===== src/rtl/moving_avg_filter.sv =====
// Streaming moving-average filter over the last M unsigned samples, with a running sum and a shifted mean.
// Optional build macro MAVG_ROUND_EN: when defined, the mean is rounded half-up instead of truncated.
module moving_avg_filter #(
  parameter  int unsigned DATA_W = 12,
  parameter  int unsigned M      = 8,
  localparam int unsigned LOG2_M = $clog2(M),
  localparam int unsigned SUM_W  = DATA_W + LOG2_M
) (
  input  logic              clk,
  input  logic              rst_n,
  input  logic              en,
  input  logic              clr,
  input  logic              in_valid,
  input  logic [DATA_W-1:0] x,
  output logic [DATA_W-1:0] y,
  output logic              y_valid,
  output logic              filled,
  output logic [SUM_W-1:0]  sum
);

  localparam int unsigned CNT_W = LOG2_M + 1;

  // A shift-based mean only works for a power-of-two window.
  generate
    if ((M < 2) || ((M & (M - 1)) != 0)) begin : g_bad_m
      $error("moving_avg_filter: M must be a power of two and at least 2");
    end
  endgenerate

  typedef enum logic {ST_FILL, ST_RUN} state_e;

  state_e              state_q, state_d;
  logic [CNT_W-1:0]    cnt_q, cnt_d;
  logic [DATA_W-1:0]   tap_q [M];
  logic [DATA_W-1:0]   tap_d [M];
  logic [SUM_W-1:0]    sum_q, sum_d;
  logic [DATA_W-1:0]   y_q, y_d;
  logic                y_valid_q, y_valid_d;
  logic                filled_q, filled_d;
  logic                accept_c;
  logic [SUM_W-1:0]    sum_nxt_c;
  logic [DATA_W-1:0]   mean_c;

  assign accept_c  = en && in_valid && !clr;
  // The dropped tap is zero while filling, so the subtraction never wraps.
  assign sum_nxt_c = sum_q + SUM_W'(x) - SUM_W'(tap_q[M-1]);

`ifdef MAVG_ROUND_EN
  assign mean_c = DATA_W'((sum_nxt_c + SUM_W'(M / 2)) >> LOG2_M);
`else
  assign mean_c = DATA_W'(sum_nxt_c >> LOG2_M);
`endif

  // Next-state, tap shift and output computation.
  always_comb begin
    state_d   = state_q;
    cnt_d     = cnt_q;
    tap_d     = tap_q;
    sum_d     = sum_q;
    y_d       = y_q;
    y_valid_d = 1'b0;
    filled_d  = filled_q;
    if (clr) begin
      state_d  = ST_FILL;
      cnt_d    = '0;
      sum_d    = '0;
      y_d      = '0;
      filled_d = 1'b0;
      for (int unsigned i = 0; i < M; i++) tap_d[i] = '0;
    end else if (accept_c) begin
      tap_d[0] = x;
      for (int unsigned i = 1; i < M; i++) tap_d[i] = tap_q[i-1];
      sum_d = sum_nxt_c;
      if (state_q == ST_FILL) begin
        if (cnt_q == CNT_W'(M - 1)) begin
          state_d   = ST_RUN;
          cnt_d     = CNT_W'(M);
          filled_d  = 1'b1;
          y_valid_d = 1'b1;
          y_d       = mean_c;
        end else begin
          cnt_d = cnt_q + CNT_W'(1);
        end
      end else begin
        y_valid_d = 1'b1;
        y_d       = mean_c;
      end
    end
  end

  always_ff @(posedge clk or negedge rst_n) begin
    if (!rst_n) begin
      state_q   <= ST_FILL;
      cnt_q     <= '0;
      sum_q     <= '0;
      y_q       <= '0;
      y_valid_q <= 1'b0;
      filled_q  <= 1'b0;
      for (int unsigned i = 0; i < M; i++) tap_q[i] <= '0;
    end else begin
      state_q   <= state_d;
      cnt_q     <= cnt_d;
      sum_q     <= sum_d;
      y_q       <= y_d;
      y_valid_q <= y_valid_d;
      filled_q  <= filled_d;
      tap_q     <= tap_d;
    end
  end

  assign y       = y_q;
  assign y_valid = y_valid_q;
  assign filled  = filled_q;
  assign sum     = sum_q;

endmodule


===== config.mk =====
export PLATFORM = sky130hd
export DESIGN_NAME = moving_avg_filter
export DESIGN_NICKNAME = d
export VERILOG_FILES = /design/src/rtl/moving_avg_filter.sv
export SDC_FILE = /design/constraint.sdc
export NUM_CORES = 1
export LEC_CHECK = 0
export ABC_AREA = 1
export BUFFER_PORTS_ARGS = -buffer_cell sky130_fd_sc_hd__buf_4
export CAP_MARGIN = 30
export CORE_UTILIZATION = 54
export CTS_CLUSTER_DIAMETER = 150
export DETAILED_ROUTE_END_ITERATION = 7
export PLACE_DENSITY = 0.75
export SYNTH_ARGS = -nofsm -noshare
export SYNTH_HDL_FRONTEND = slang
export SYNTH_SLANG_ARGS = --single-unit

===== constraint.sdc =====
create_clock -name clk -period 2.4 [get_ports clk]
set_clock_uncertainty 0.15 [all_clocks]
set_input_delay 0.48 -clock clk [delete_from_list [all_inputs] [get_ports clk]]
set_output_delay 0.48 -clock clk [all_outputs]
set_load 0.02 [all_outputs]

==> run_results.csv, run 1 <==
group,metric,value,unit
global_routing,grt_pass1_wl,24.12,mm
synthesis,synth_area_leader_cell,"dfrtp_1",
clocking,worst_skew_pair.late_latency,410,ps
timing,period_share,99.19,%
clocking,clk_pin_slew,50,ps
placed_design,placed_cell_area,0.007014,mm²
cells_and_area,final_nets,843,
worst_setup_path,crit_type,"reg -> reg",
floorplan,die_x,110.3,µm
global_routing,grt_overflow,0,
synthesis,synthArstFlopShare,100.0,%
cells_and_area,final-seq-area,0.003253,mm²
synthesis,synthCells,722,
min_path,hold_start,"x[0]",
routing,drtIter0Drc,350,
global_routing,grt_use_total,26.40,%
cells_and_area,drive_above_1_share,23.14,%
synthesis,synthFlopType,"dfrtp_1",
placed_design,dp.cells,915,
timing,final-setup-viol-count,0,
synthesis,ys_ff_latch,130,
cells_and_area,n_antenna_cell,0,
clocking,clkSinkCount,130,
worst_setup_path,r2r_slack,20,ps
timing,drv_slew,0,
clocking,root_buffer,"clkbuf_16",
synthesis,syn-num-nets,767,
routing,wl_per_cell,15.99,µm
worst_setup_path,crit_arrival,2530,ps
status,violations,"design-rule violations",
floorplan,core,0.01142,mm²
floorplan,start_util,55.49,%
min_path,worstHoldPathType,"in -> reg",
placed_design,io_buffers,45,
cells_and_area,multiInputGateArea,0.002577,mm²
synthesis,avgSynthCellArea,8.776,µm²
floorplan,num_io_pins,46,
timing,rsz0062_at_grt,"true",
pwr,power_leakage,4.019,nW
global_routing,grt_pass1_vias,5173,
cells_and_area,area_growth,25.39,%
routing,first_pass_iters,7,
synthesis,synth_edf_count,0,
worst_setup_path,critPathLaunch,"sum[6]",
synthesis,synth.most_common_cell,"nand2_1",
timing,clock.fmax,0.4201,GHz
routing,num_vias,5221,
synthesis,yosysWarnings,0,
routing,viasPerCell,5.490,
worst_setup_path,cp.required,2550,ps
synthesis,synth_cell_types,34,
timing,hold_slack,219.2,ps
cells_and_area,nFillCells,802,
cells_and_area,fin_util,69.58,%
synthesis,ys_seq_area_share,51.34,%
placed_design,gp_congestion,0.8454,
timing,fin_ws,19.33,ps
pwr,power,7.923,mW
synthesis,synth_common_cells,"178 x nand2_1, 140 x inv_1, 130 x dfrtp_1",
worst_setup_path,cp-start-kind,"flip-flop",
floorplan,die_y,110.3,µm
synthesis,synth_area,0.006336,mm²
timing,hold_violations,0,
synthesis,synth_top_area_share,51.34,%
timing,worst_pin_slew,392.4,ps
synthesis,synth_area_leaders,"dfrtp_1 51%, nand2_1 11%, inv_1 8.3%",
clocking,clockBufferDepth,2,
pwr,irDropWorstVdd,0.0007397,V
cells_and_area,fin_area,0.007945,mm²
timing,fin_crit,2381,ps
cells_and_area,finalNonFillerCells,951,
floorplan,rows,39,
worst_setup_path,reg2reg_from,"sum[6]",
clocking,cts_tree,"yes",
global_routing,antenna_found_initial,0,
run,maxCapViolCount,0,
routing,ant_nets,0,
timing,setup_tns,0,ps
worst_setup_path,critPathCaptureType,"flip-flop",
timing,worst_slew_margin_rel,73.84,%
placed_design,place_ws,-280.6,ps
worst_setup_path,worstPathMaxFanout,4,
pwr,powerDensity,997.2,mW/mm²
floorplan,dieArea,0.01217,mm²
routing,routed_wl,15.21,mm
placed_design,hpwl,9.828,mm
clocking,ctsHtreeMaxLevel,4,
routing,drc,1,
status,outcome,"finished, violations left",
clocking,cts_made_buffers,17,
global_routing,grt_max_degree,66,
-- metal layers --
layer / global-route usage, % / wire length (µm) / up-vias / share of wire (%)
met3: 5.996 / 771 / 39 / 5.1
met5: 0 / 0 / - / 0
met4: 11.47 / 437 / 0 / 2.9
met1: 32.14 / 6285 / 2559 / 41
met2: 44.94 / 7714 / 170 / 51
li1: - / - / 2453 / -
-- registers in the layout, indices dropped and copies added, names as in the netlist --
name,flops
cnt_q,4
y,12
filled,1
tap_q,96
sum,15
state_q,1
y_valid,1
-- power breakdown --
group	internal (mW)	switching, mW	total [mW]
logic	1.13	1.58	2.71
clock network	1.83	0.923	2.76
registers	2.35	0.104	2.46
total	5.31	2.61	7.92
-- worst max-delay path: stages, from the launching register on --
cell and delay [ps]:
dfrtp_1 380, inv_2 60, fa_1 520, inv_1 80, ha_4 280, nand2_1 100, nor2_1 210, nand3_2 130
nand3_1 110, nand2_1 70, nand4_1 120, nand2_1 60
-- repair_timing --
item	in CTS	in global routing
gates cloned	0	0
hold endpoints to repair	26	0
setup buffers	0	6
pin swaps	1	17
resized for setup	4	47
hold buffers	1	0
endpoints found under the setup margin	10	23
-- worst paths after layout --
| check | end | cells after the start |
|---|---|---|
| max | y[8] | 11 |
| max in group asynchronous | state_q | 3 |
| min in group asynchronous | sum[3] | 2 |
| min | tap_q[84] | 3 |
| max reg2reg | y[8] | 11 |
| min reg2reg | tap_q[43] | 2 |
-- final cells by class --
type	instances	area share (%)
Tap cell	143	2.252
Clock inverter	8	1.906
Inverter	144	6.866
Multi-Input combinational cell	416	32.44
Timing Repair Buffer	89	9.543
Clock buffer	21	6.047
Sequential cell	130	40.94
-- cells in the final DEF, fill, tap and decap left out, types with 11 or more instances in the layout --
master,n
inv_2,12
nand2_2,18
fa_1,11
inv_1,131
o22ai_1,38
nand2_1,164
nand3_1,49
o31ai_1,12
dfrtp_1,130
o21ai_0,34
clkbuf_16,17
nand4_1,16
buf_4,81
-- cell families (layout without fill, tap and decap cells) --
family | count (synthesis) | in the layout | synth area share (%)
flip-flops | 130 | 130 | 51.34
AO/OA/AOI/OAI | 107 | 107 | 10.29
XOR/XNOR | 2 | 2 | 0.2765
AND/OR/NAND/NOR | 279 | 279 | 19.47
buffers and inverters | 176 | 262 | 11.67
adder cells (fa/ha/maj) | 28 | 28 | 6.951
Note: power is estimated with default switching activity, not from simulation.
==> inputs of run 2 (changes only) <==
==> constraint.sdc (replaced) <==
create_clock -name clk -period 1.9 [get_ports clk]
set_clock_uncertainty 0.15 [all_clocks]
set_input_delay 0.38 -clock clk [delete_from_list [all_inputs] [get_ports clk]]
set_output_delay 0.38 -clock clk [all_outputs]
set_load 0.02 [all_outputs]
==> run 2 against run 1 <==
Effect of this change: the run ends with design-rule violations, negative setup slack left; global-route usage up 2.1 points; design area up 3.1%; register-to-register slack worse by 490 ps; first-iteration DRC count down 7.1%; sequential share of layout area down 1.0 points; die area unchanged; non-clock buffer count up 16.
==> run_results.csv, run 2 (synthesis gave the netlist of run 1 again) <==
group,metric,value,unit
status,outcome,"finished, violations left",
status,violations,"design-rule violations, negative setup slack",
timing,final-setup-viol-count,26,
floorplan,rows,39,
global_routing,grt_pass1_wl,25.67,mm
routing,num_vias,5369,
routing,wl_met3,913,µm
run,maxCapViolCount,0,
floorplan,start_util,55.49,%
routing,routedLengthMet1,6.747,mm
clocking,worst_skew_pair.late_latency,420,ps
global_routing,grt_max_degree,50,
cells_and_area,largest_reg_flops,96,
routing,viasPerCell,5.535,
timing,worst_slew_margin_rel,72.33,%
cells_and_area,area_growth,29.25,%
timing,rsz0062_at_grt,"true",
floorplan,die_x,110.3,µm
floorplan,die_y,110.3,µm
cells_and_area,final_cell_mix,"154 x nand2_1, 128 x inv_1, 118 x dfrtp_1, 97 x buf_4, 44 x nand3_1",
routing,ant_nets,0,
clocking,cts_tree,"yes",
cells_and_area,largest-register,"tap_q",
pwr,power.switching,3.621,mW
floorplan,core,0.01142,mm²
routing,routed_wl,16.08,mm
worst_setup_path,crit_arrival,2520,ps
cells_and_area,layout_commonest_cell,"nand2_1",
global_routing,antenna_found_initial,0,
worst_setup_path,crit_type,"reg -> reg",
worst_setup_path,cp-start-kind,"flip-flop",
pwr,irDropWorstVdd,0.0009592,V
floorplan,dieArea,0.01217,mm²
worst_setup_path,critPathCaptureType,"flip-flop",
clocking,clk_pin_slew,60,ps
global_routing,grt_pass1_vias,5358,
clocking,clockBufferDepth,2,
placed_design,gp_congestion,0.9450,
floorplan,num_io_pins,46,
pwr,powerDensity,1272,mW/mm²
routing,drtIter0Drc,325,
global_routing,grt_use_total,28.47,%
routing,met2_length,7.808,mm
worst_setup_path,worstPathMaxFanout,5,
timing,worst_pin_slew,415.1,ps
cells_and_area,fin_util,71.72,%
clocking,clkSinkCount,130,
placed_design,hpwl,9.899,mm
min_path,worstHoldPathType,"in -> reg",
clocking,ctsHtreeMaxLevel,4,
cells_and_area,n_antenna_cell,0,
timing,hold_slack,104.8,ps
pwr,p_clk_share,33.2,%
worst_setup_path,cp.required,2050,ps
routing,dr.max_layer_used,"met4",
global_routing,grt_overflow,0,
pwr,switching_share,34.78,%
clocking,root_buffer,"clkbuf_16",
timing,drv_slew,0,
timing,fin_crit,2372,ps
routing,drc,1,
routing,wl_per_cell,16.58,µm
cells_and_area,final_nets,859,
timing,period_share,124.8,%
placed_design,io_buffers,45,
pwr,intPower,6.791,mW
pwr,power_leakage,4.131,nW
clocking,cts_made_buffers,17,
timing,fin_ws,-471.7,ps
cells_and_area,nFillCells,787,
pwr,comb_power_share,37.1,%
timing,hold_violations,0,
routing,first_pass_iters,7,
cells_and_area,drive_above_1_share,29.14,%
pwr,power_frac_seq,29.8,%
timing,clock.fmax,0.4216,GHz
-- run 2: cell types whose count changed in the layout (fill, tap and decap cells not counted), moves of 4 or more --
cell and change:
o21ai_0 -5, dfrtp_1 -12, o21ai_1 +5, nand2_4 +4, dfrtp_2 +12, nand2_2 +6, buf_4 +16, clkinv_2 +4
nand3_1 -5, nand2_1 -10
-- run 2: cell type report --
type                            count  area (µm²)  share of cell area [%]
Sequential cell                   130        3268                   39.91
Clock inverter                     13       182.7                   2.231
Tap cell                          143       178.9                   2.185
Clock buffer                       19       442.9                   5.409
Inverter                          144       548.0                   6.692
Multi-Input combinational cell    416        2708                   33.06
Timing Repair Buffer              105       860.8                   10.51
-- run 2: power groups by stage --
stage | Combinational [mW] | Clock (mW) | Sequential [mW]
after global placement | 3.05 | 0 | 3.14
after floorplan | 1.75 | 0 | 3.37
after global routing | 4.19 | 3.61 | 3.12
after detailed placement | 3.15 | 0 | 3.14
after CTS | 3.43 | 3.48 | 3.10
final | 3.86 | 3.45 | 3.10
-- run 2: metrics by stage --
stage	setup WS [ps]	TNS, ps	cells	instance area [µm²]	power (mW)
2_1_floorplan	-349.5	-5603	722	6485	5.127
3_3_place_gp	-571.1	-11100	929	7253	6.184
3_5_place_dp	-624.6	-12510	929	7253	6.294
4_1_cts	-434.4	-9340	967	8048	10.01
5_1_grt	-561.2	-12670	970	8189	10.92
6_report	-471.7	-10360	970	8189	10.41
-- run 2: worst max-delay path: stages, from the launching register on --
cell and delay (ps):
dfrtp_1 410, fa_1 550, inv_2 60, ha_4 310
nand2_4 60, buf_4 140, a21oi_4 190, nand2_2 90
nand3_2 70, nand2_2 50, nand3_2 90, o21ai_2 50
-- run 2: final timing paths --
| check | start | end | slack (ps) | depth (start not counted) |
|---|---|---|---|---|
| min | x[1] | tap_q[85] | 100 | 3 |
| min reg2reg | tap_q[30] | tap_q[30] | 320 | 2 |
| max | tap_q[2] | sum[8] | -470 | 11 |
| min in group asynchronous | rst_n | tap_q[87] | 260 | 2 |
| max in group asynchronous | rst_n | sum[9] | 720 | 3 |
| max reg2reg | tap_q[2] | sum[8] | -470 | 11 |
-- run 2: repair_timing --
item                       in CTS  in global routing
hold buffers                    1                  0
resized for setup              30                 35
setup buffers                   5                  5
setup endpoints to repair      26                 26
pin swaps                      14                 27
hold endpoints to repair       18                  0
-- run 2: routing by layer --
layer | vias to the layer above | GRT usage (%)
li1 | 2490 | -
met1 | 2618 | 35.43
met2 | 205 | 45.87
met3 | 56 | 5.938
met4 | 0 | 16.92
met5 | - | 0
